`src/rtl/led_pkg.sv`:
```
// rtl/led_pkg.sv - shared types and constants for the LED PWM output stage
package led_pkg;

    localparam int LED_W  = 24;
    localparam int SLOT_W = 4;

    localparam int CFG_BRIGHT_LSB = 0;
    localparam int CFG_BRIGHT_MSB = 3;
    localparam int CFG_BLINK_EN   = 4;
    localparam int CFG_RATE_LSB   = 5;
    localparam int CFG_RATE_MSB   = 6;
    localparam int CFG_TEST_MODE  = 7;

    typedef enum logic {
        NORMAL = 1'b0,
        TEST   = 1'b1
    } led_state_e;

    // Packed MSB-first so the struct overlays cfg_wdata[7:0] bit for bit
    typedef struct packed {
        logic       test_mode;
        logic [1:0] blink_rate;
        logic       blink_en;
        logic [3:0] brightness;
    } led_cfg_t;

    localparam led_cfg_t CFG_RESET = '{
        test_mode:  1'b0,
        blink_rate: 2'b00,
        blink_en:   1'b0,
        brightness: 4'hF
    };

    function automatic logic [LED_W-1:0] onehot(input logic [4:0] pos);
        return LED_W'(1) << pos;
    endfunction

endpackage

```
`src/rtl/led_tick_gen.sv`:
```
// rtl/led_tick_gen.sv - PWM prescaler and slot counter with period boundary strobe
module led_tick_gen
    import led_pkg::*;
#(
    parameter int PWM_DIV = 390
) (
    input  logic              led_clk,
    input  logic              ledrst,
    output logic [SLOT_W-1:0] slot,
    output logic              slot_tick,
    output logic              period_tick
);

    localparam int PRE_W = (PWM_DIV > 1) ? $clog2(PWM_DIV) : 1;

    logic [PRE_W-1:0] presc;

    assign slot_tick   = (presc == PRE_W'(PWM_DIV - 1));
    assign period_tick = slot_tick && (slot == '1);

    always_ff @(posedge led_clk) begin
        if (ledrst) begin
            presc <= '0;
            slot  <= '0;
        end else if (slot_tick) begin
            presc <= '0;
            slot  <= slot + SLOT_W'(1);
        end else begin
            presc <= presc + PRE_W'(1);
        end
    end

endmodule

```
`src/rtl/led_pwm_driver.sv`:
```
// rtl/led_pwm_driver.sv - double-buffered LED image with brightness PWM, blink and walk test
module led_pwm_driver
    import led_pkg::*;
#(
    parameter int PWM_DIV       = 390,
    parameter int BLINK_PERIODS = 1024,
    parameter int WALK_PERIODS  = 512
) (
    input  logic             led_clk,
    input  logic             ledrst,
    input  logic [LED_W-1:0] led_in,
    input  logic             cfg_we,
    input  logic [15:0]      cfg_wdata,
    output logic [LED_W-1:0] led_pin,
    output logic             frame_start
);

    // Largest half-phase is BLINK_PERIODS << 6 periods
    localparam int BLK_W  = $clog2(BLINK_PERIODS * 64 + 1);
    localparam int WALK_W = (WALK_PERIODS > 1) ? $clog2(WALK_PERIODS) : 1;

    logic [SLOT_W-1:0] slot, slot_nxt;
    logic              slot_tick;
    logic              period_tick;

    led_cfg_t          cfg_q;
    logic [LED_W-1:0]  disp_buf, disp_nxt;
    logic [3:0]        act_bright, bright_nxt;
    led_state_e        state, state_nxt;
    logic [BLK_W-1:0]  blink_cnt, blink_cnt_nxt, blink_limit;
    logic              blink_phase, blink_phase_nxt;
    logic [WALK_W-1:0] walk_cnt, walk_cnt_nxt;
    logic [4:0]        walk_pos, walk_pos_nxt;
    logic [LED_W-1:0]  pattern, pin_nxt;
    logic              pwm_on, blank;
    logic              unused_cfg_hi;

    assign unused_cfg_hi = ^cfg_wdata[15:8];

    led_tick_gen #(
        .PWM_DIV (PWM_DIV)
    ) u_tick (
        .led_clk     (led_clk),
        .ledrst      (ledrst),
        .slot        (slot),
        .slot_tick   (slot_tick),
        .period_tick (period_tick)
    );

    assign slot_nxt    = slot_tick ? slot + SLOT_W'(1) : slot;
    assign blink_limit = BLK_W'(BLINK_PERIODS) << {cfg_q.blink_rate, 1'b0};

    // Output is computed from next-state values so the first pixel of a
    // period lands on the same cycle as frame_start.
    always_comb begin
        disp_nxt        = disp_buf;
        bright_nxt      = act_bright;
        state_nxt       = state;
        blink_cnt_nxt   = blink_cnt;
        blink_phase_nxt = blink_phase;
        walk_cnt_nxt    = walk_cnt;
        walk_pos_nxt    = walk_pos;

        if (period_tick) begin
            disp_nxt   = led_in;
            bright_nxt = cfg_q.brightness;
            state_nxt  = cfg_q.test_mode ? TEST : NORMAL;

            if (blink_cnt == blink_limit - BLK_W'(1)) begin
                blink_cnt_nxt   = '0;
                blink_phase_nxt = ~blink_phase;
            end else begin
                blink_cnt_nxt = blink_cnt + BLK_W'(1);
            end

            if (state_nxt == TEST && state == TEST) begin
                if (walk_cnt == WALK_W'(WALK_PERIODS - 1)) begin
                    walk_cnt_nxt = '0;
                    walk_pos_nxt = (walk_pos == 5'd23) ? 5'd0 : walk_pos + 5'd1;
                end else begin
                    walk_cnt_nxt = walk_cnt + WALK_W'(1);
                end
            end else begin
                walk_cnt_nxt = '0;
                walk_pos_nxt = '0;
            end
        end

        if (!cfg_q.blink_en) begin
            blink_cnt_nxt   = '0;
            blink_phase_nxt = 1'b0;
        end

        pattern = (state_nxt == TEST) ? onehot(walk_pos_nxt) : disp_nxt;
        pwm_on  = (bright_nxt == 4'd15) || (slot_nxt < bright_nxt);
        blank   = (state_nxt == NORMAL) && cfg_q.blink_en && blink_phase_nxt;
        pin_nxt = (pwm_on && !blank) ? pattern : '0;
    end

    always_ff @(posedge led_clk) begin
        if (ledrst) begin
            cfg_q       <= CFG_RESET;
            disp_buf    <= '0;
            act_bright  <= 4'hF;
            state       <= NORMAL;
            blink_cnt   <= '0;
            blink_phase <= 1'b0;
            walk_cnt    <= '0;
            walk_pos    <= '0;
            led_pin     <= '0;
            frame_start <= 1'b0;
        end else begin
            if (cfg_we) begin
                cfg_q <= led_cfg_t'(cfg_wdata[7:0]);
            end
            disp_buf    <= disp_nxt;
            act_bright  <= bright_nxt;
            state       <= state_nxt;
            blink_cnt   <= blink_cnt_nxt;
            blink_phase <= blink_phase_nxt;
            walk_cnt    <= walk_cnt_nxt;
            walk_pos    <= walk_pos_nxt;
            led_pin     <= pin_nxt;
            frame_start <= period_tick;
        end
    end

endmodule

```
`config.mk`:
```
export PLATFORM = sky130hd
export DESIGN_NAME = led_pwm_driver
export DESIGN_NICKNAME = d
export VERILOG_FILES = /design/src/rtl/led_pkg.sv /design/src/rtl/led_tick_gen.sv /design/src/rtl/led_pwm_driver.sv
export SDC_FILE = /design/constraint.sdc
export NUM_CORES = 1
export LEC_CHECK = 0
export CORE_MARGIN = 3
export CORE_UTILIZATION = 50
export DETAILED_ROUTE_END_ITERATION = 6
export GPL_TIMING_DRIVEN = 0
export PLACE_DENSITY_LB_ADDON = 0.3
export SETUP_SLACK_MARGIN = 0.02
export SYNTH_ARGS = -nofsm -noshare
export SYNTH_HDL_FRONTEND = slang
export SYNTH_SLANG_ARGS = --single-unit
export TNS_END_PERCENT = 1
```
`constraint.sdc`:
```
create_clock -name led_clk -period 9.5 [get_ports led_clk]
set_clock_uncertainty 0.05 [all_clocks]
set_input_delay 1.425 -clock led_clk [delete_from_list [all_inputs] [get_ports led_clk]]
set_output_delay 1.425 -clock led_clk [all_outputs]
set_load 0.005 [all_outputs]
```
### After elaboration in Yosys (flattened, before gate mapping)

Index checks and enable logic that the tools add are counted.

| cells by class | value |
|---|---|
| $add $sub $neg | 6 |
| magnitude comparators | 1 |
| eq/ne operators | 6 |
| shifts and indexed selects | 2 |
| mux-type cells | 16 |
| bitwise operators | 4 |
| reduce and logical (&&, ||, !) cells | 10 |

Operator list:

| kind | number |
|---|---|
| $mux W24 | 2 |
| $shl A1 B5 Y24 const A | 1 |
| $mux W5 | 4 |
| $add A9 B1 Y9 const B | 2 |
| $eq A9 B9 Y1 const B | 2 |
| $mux W9 | 2 |
| $add A17 B1 Y17 const B | 1 |
| $eq A17 B17 Y1 | 1 |
| $mux W17 | 1 |
| $shl A11 B3 Y17 const A | 1 |
| $sub A17 B1 Y17 const B | 1 |
| $eq A4 B4 Y1 const B | 2 |
| $mux W4 | 2 |
| $reduce_or A2 Y1 | 3 |
| $add A5 B1 Y5 const B | 1 |
| $eq A5 B5 Y1 const B | 1 |
| $logic_and A1 B1 Y1 | 5 |
| $mux W1 | 5 |
| $add A4 B1 Y4 const B | 1 |
| $lt A4 B4 Y1 | 1 |
| $not A1 Y1 | 4 |
| $logic_not A1 Y1 | 1 |
| $logic_or A1 B1 Y1 | 1 |

| storage, ports and cells | value |
|---|---|
| register bits after elaboration | 107 |
| word-level logic and storage cells | 60 |

### Depth between registers and ports, before layout

| depth | value |
|---|---|
| depth in word-level cells | 11 |
| mapped depth | 13 |
| gate-level depth less buffers | 11 |

### Cells and area by module

Synthesis repeated with hierarchy kept, for this count alone.

| second synthesis, totals | value |
|---|---|
| cell total of the unflattened synthesis | 502 |
| area total of the unflattened synthesis | 4788.3 µm² |

By module, submodules not included:

| module | instances | cells an instance | area an instance (µm²) | sequential area each (µm²) |
|---|---|---|---|---|
| led_pwm_driver | 1 | 436 | 4200.3 | 1881.8 |
| led_tick_gen | 1 | 66 | 588.1 | 260.2 |

### Worst setup path after synthesis

No wires, ideal clock.

| path | value |
|---|---|
| path kind | reg2reg |
| start point | reg u_tick.slot[0] |
| end point | reg led_pin[19] |
| library setup time | 0.065 ns |
| arrival | 2.933 ns |
| slack | 6.451 ns |
| stages on the path, launching flop included | 14 |
| period minus slack after synthesis | 3.049 ns |
| cell sequence | dfxtp_1 ha_1 and3_1 buf_1 nand3_1 clkbuf_1 buf_1 mux2i_1 ha_1 o21a_1 o221ai_1 o221ai_2 buf_2 nor2_1 |

| between the ends | value |
|---|---|
| longest elaborated chain between the ends | 10 |
| elaborated cells between the ends (all ways) | 22 |

RTL lines:

| element | RTL line | text |
|---|---|---|
| start: declaration | led_tick_gen.sv:9 | `output logic [SLOT_W-1:0] slot,` |
| start signal: assignment | led_tick_gen.sv:27 | `slot <= slot + SLOT_W'(1);` |
| parallel branches: the longest is 10 deep, another holds $add A4 B1 Y4 | -- |  |
| end signal: assignment | led_pwm_driver.sv:123 | `led_pin <= pin_nxt;` |
| end: declaration | led_pwm_driver.sv:14 | `output logic [LED_W-1:0] led_pin,` |

Parallel ways; which one is timed is not known.
A chain may end at the register's enable or synchronous reset.

### Worst setup path in the final report

Ends and elaborated chain as after synthesis.

==> summary.md <==
| Metric | Value |
|---|---|
| Die ar. | 10,510 sq um |
| Register area share after synthesis | about 46% |
| Clock Latency Late Sink | 380 ps |
| CTS tree | built |
| Gr ovfl total | 0 |
| Max Fanout on Critical Path | 10 |
| Final hold vios | 0 |
| Critical R2R Launch | u_tick.slot[0] |
| Post-CTS setup buffer count | 0 |
| Clock slew at reported path FFs | 120 ps |
| Synthesized cell area | approximately 4700 sq um |
| Peak supply drop | between 0.08 and 0.09 mV |
| Worst slew pin tran | 758.3 ps |
| Placed cell area | 5371 sq um |
| Antenna cell count | 0 |
| CTS Hold Buffers Added | 0 |
| Crit-path max cell delay | approximately 540 ps |
| Vias/cell | 5.609 |
| TritonRoute pass-1 iters | 4 |
| Setup total negative slack | 0 ps |
| Vias | 3,820 |
| Max-cap viol count | 0 |
| R2R cell count | 13 |
| Post-CTS Resized | 0 |
| Critical Path End Type | register |
| DR DRC count | 0 |
| DRT iter0 DRCs | approximately 220 |
| Min-delay src | walk_cnt[8] |
| Crit path from | u_tick.slot[0] |
| CTS root buf | clkbuf_8 |
| Layout area overhead | 19.78% |
| Synth Warn # | 0 |
| Most common cell after layout, fill and taps aside | dfxtp_1 |
| Power Density | 138.3 nW/um^2 |
| Clk sinks | 107 |
| Max clock buf depth | 2 |
| Tightest Hold Check Type | register to register |
| H-tree levels | 3 |
| Unrepaired setup endpoints after global routing | no |
| R2r endpoint | led_pin[19] |
| Share of cells above drive strength 1 | 5.759% |
| Hold EP | walk_cnt[8] |
| Wire per inst | 15.58 um |
| ANT nets after route | 0 |
| GP Congestion | 0.9183 |
| Slowest CP cell | buf_1 |
| Status | completed |
| Filler cell count | between 700 and 800 |
| Worst Path Arrival | 4020 ps |
| Sequential cell area | 2142 sq um |
| CTS buffer count | 9 |
| Synth Instances | 499 |
| Multi-input logic area | 2396 sq um |
| WL final | 10,610 um |
| Yosys cell types | 59 |
| Row count | 34 |
| Vias in the first global route | 3,739 |
| Critical path class | register to register |
| Synth Net Count | 553 |
| Die Span Y | 102.5 um |
| Minimum clock period | ~3800 ps |
| Reg2reg setup slack | 5710 ps |
| Fin crit share | 39.92% |
| Hold slack | 419.1 ps |
| Fmax | 263.7 MHz |
| Worst EP required | 9730 ps |
| Placement Setup Slack | 5716 ps |
| Worst hold stages | 2 |
| Post-synth ARST share | 0% |
| Pleak | roughly 2.2 nW |
| Max-slew violations | 0 |
| Setup WS post-layout | 5708 ps |
| Global-route wire length before repair | 17,530 um |
| Core area | between 8000 and 9000 sq um |
| Starting Density | 52.36% |
| Ports | just under 70 |
| Chip width | 102.5 um |
| Nets | 622 |
| Initial antenna violation count | 0 |
| Number of port buffers | slightly below 60 |
| Crit path cell chain | ha_1 > and3_1 > buf_1 > nand3_1 > clkbuf_1 > buf_1 > mux2i_1 > ha_1 > o21a_1 > o221ai_1 > o221ai_2 > buf_2 > nor2_1 |
| Final setup violation count | 0 |
| Pin count of the biggest net entering global routing | 22 |
| Fin area | 5577 sq um |
| Commonest cells after routing, fill and taps aside | 107 x dfxtp_1, 92 x nor2_1, 58 x clkdlybuf4s50_1, 37 x nand2_1, 34 x mux2i_1 |
| DPL Wire Length | 7749 um |
| Synth Register Bits | 107 |
| Number of synthesized flops with an enable pin | 0 |
| CP startpoint kind | register |
| Max transition margin | 49.45% |
| GRT Util Overall | 21.12% |
| Synth Flop Type | dfxtp_1 |
| Syn_area_per_cell | just over 9 sq um |
worst max-delay path, delay by kind of cell, from the launching register on:
family | cells | cell delay, ps
mux | 1 | 320
compound gates | 3 | 700
flops | 1 | 390
simple gates | 3 | 390
buf+inv | 4 | 1410
fa+ha+maj | 2 | 450
metrics by stage:
step,cells,util (%),power [W]
after global routing,681,62.72,0.0008000
after CTS,681,62.72,0.0007765
after detailed placement,665,60.41,0.0004996
after global placement,665,60.41,0.0004990
final,681,62.72,0.0007710
after floorplan,499,-,0.0004795
sequential cells by signal, indices dropped and copies added (netlist names):
signal,cells
state,1
cfg_q,8
led_pin,24
disp_buf,24
walk_cnt,9
blink_phase,1
walk_pos,5
blink_cnt,17
frame_start,1
u_tick.slot,4
u_tick.presc,9
act_bright,4
final cells by class:
type	instances	area share, %
inverters	6	0.4039
clock inverters	7	1.458
clock buffers	9	2.221
plain buffers	22	1.705
repair buffers	58	10.41
multi-input cells	364	42.97
flip-flops and latches	107	38.41
well taps	108	2.423
power breakdown:
| part | total (W) | switching, W | internal [W] |
|---|---|---|---|
| Combinational | 0.0000345 | 0.0000157 | 0.0000187 |
| Clock | 0.000282 | 0.000176 | 0.000105 |
| Sequential | 0.000455 | 0.00000335 | 0.000451 |
| Total | 0.000771 | 0.000195 | 0.000576 |
cells by family (layout without fill, tap and decap cells):
group	after synthesis	in the layout	share of synthesized area (%)
mux	36	36	7.794
xor+xnor	35	35	6.584
fa+ha+maj	11	11	2.956
flops	107	107	46.01
compound gates	63	63	10.64
buf+inv	28	102	2.526
simple gates	219	219	23.49
metal layers:
metal,GRT usage (%),vias to the layer above,wire length [um],part of all wire [%]
met3,5.413,13,512,4.8
met1,27.59,1813,4769,45
li1,-,1911,-,-
met5,0,-,0,0
met4,5.954,0,179,1.7
met2,34.71,83,5152,49
cell usage after synthesis (all sizes together), types with 2 or more instances:
library cell | number | area, sq um
o22a | 4 | 36.29
nor4b | 2 | 32.53
and3 | 8 | 50.05
nor2 | 94 | 357.8
nor4 | 4 | 40.04
a41oi | 2 | 17.52
a22oi | 2 | 15.01
dfxtp | 107 | 2142
mux2i | 34 | 340.3
or2 | 2 | 12.52
and4 | 3 | 26.28
xor2 | 20 | 175.2
o21ai | 6 | 30.02
or4b | 2 | 20.02
nand2 | 37 | 138.9
xnor2 | 15 | 131.4
clkbuf | 14 | 52.55
nor2b | 2 | 12.51
or3 | 2 | 12.51
nor3 | 5 | 36.29
o22ai | 2 | 12.51
buf | 8 | 42.54
o211ai | 4 | 35.03
nor3b | 2 | 15.01
nand2b | 3 | 18.77
and2 | 11 | 68.82
nand4 | 21 | 131.4
nand3 | 17 | 85.08
o221ai | 2 | 23.77
a31oi | 4 | 31.28
ha | 11 | 137.6
a21oi | 13 | 65.06
o32a | 16 | 160.2
mux2 | 2 | 22.52
inv | 6 | 22.52
worst max path at each step:
stage	to	slack (ps)	depth (start not counted)
2_1_floorplan	led_pin[19]	6450	13
3_3_place_gp	led_pin[19]	5770	13
3_5_place_dp	led_pin[19]	5720	13
4_1_cts	led_pin[12]	5710	13
5_1_grt	led_pin[19]	5410	13
6_report	led_pin[19]	5710	13
(Power assumes the default switching activity.)
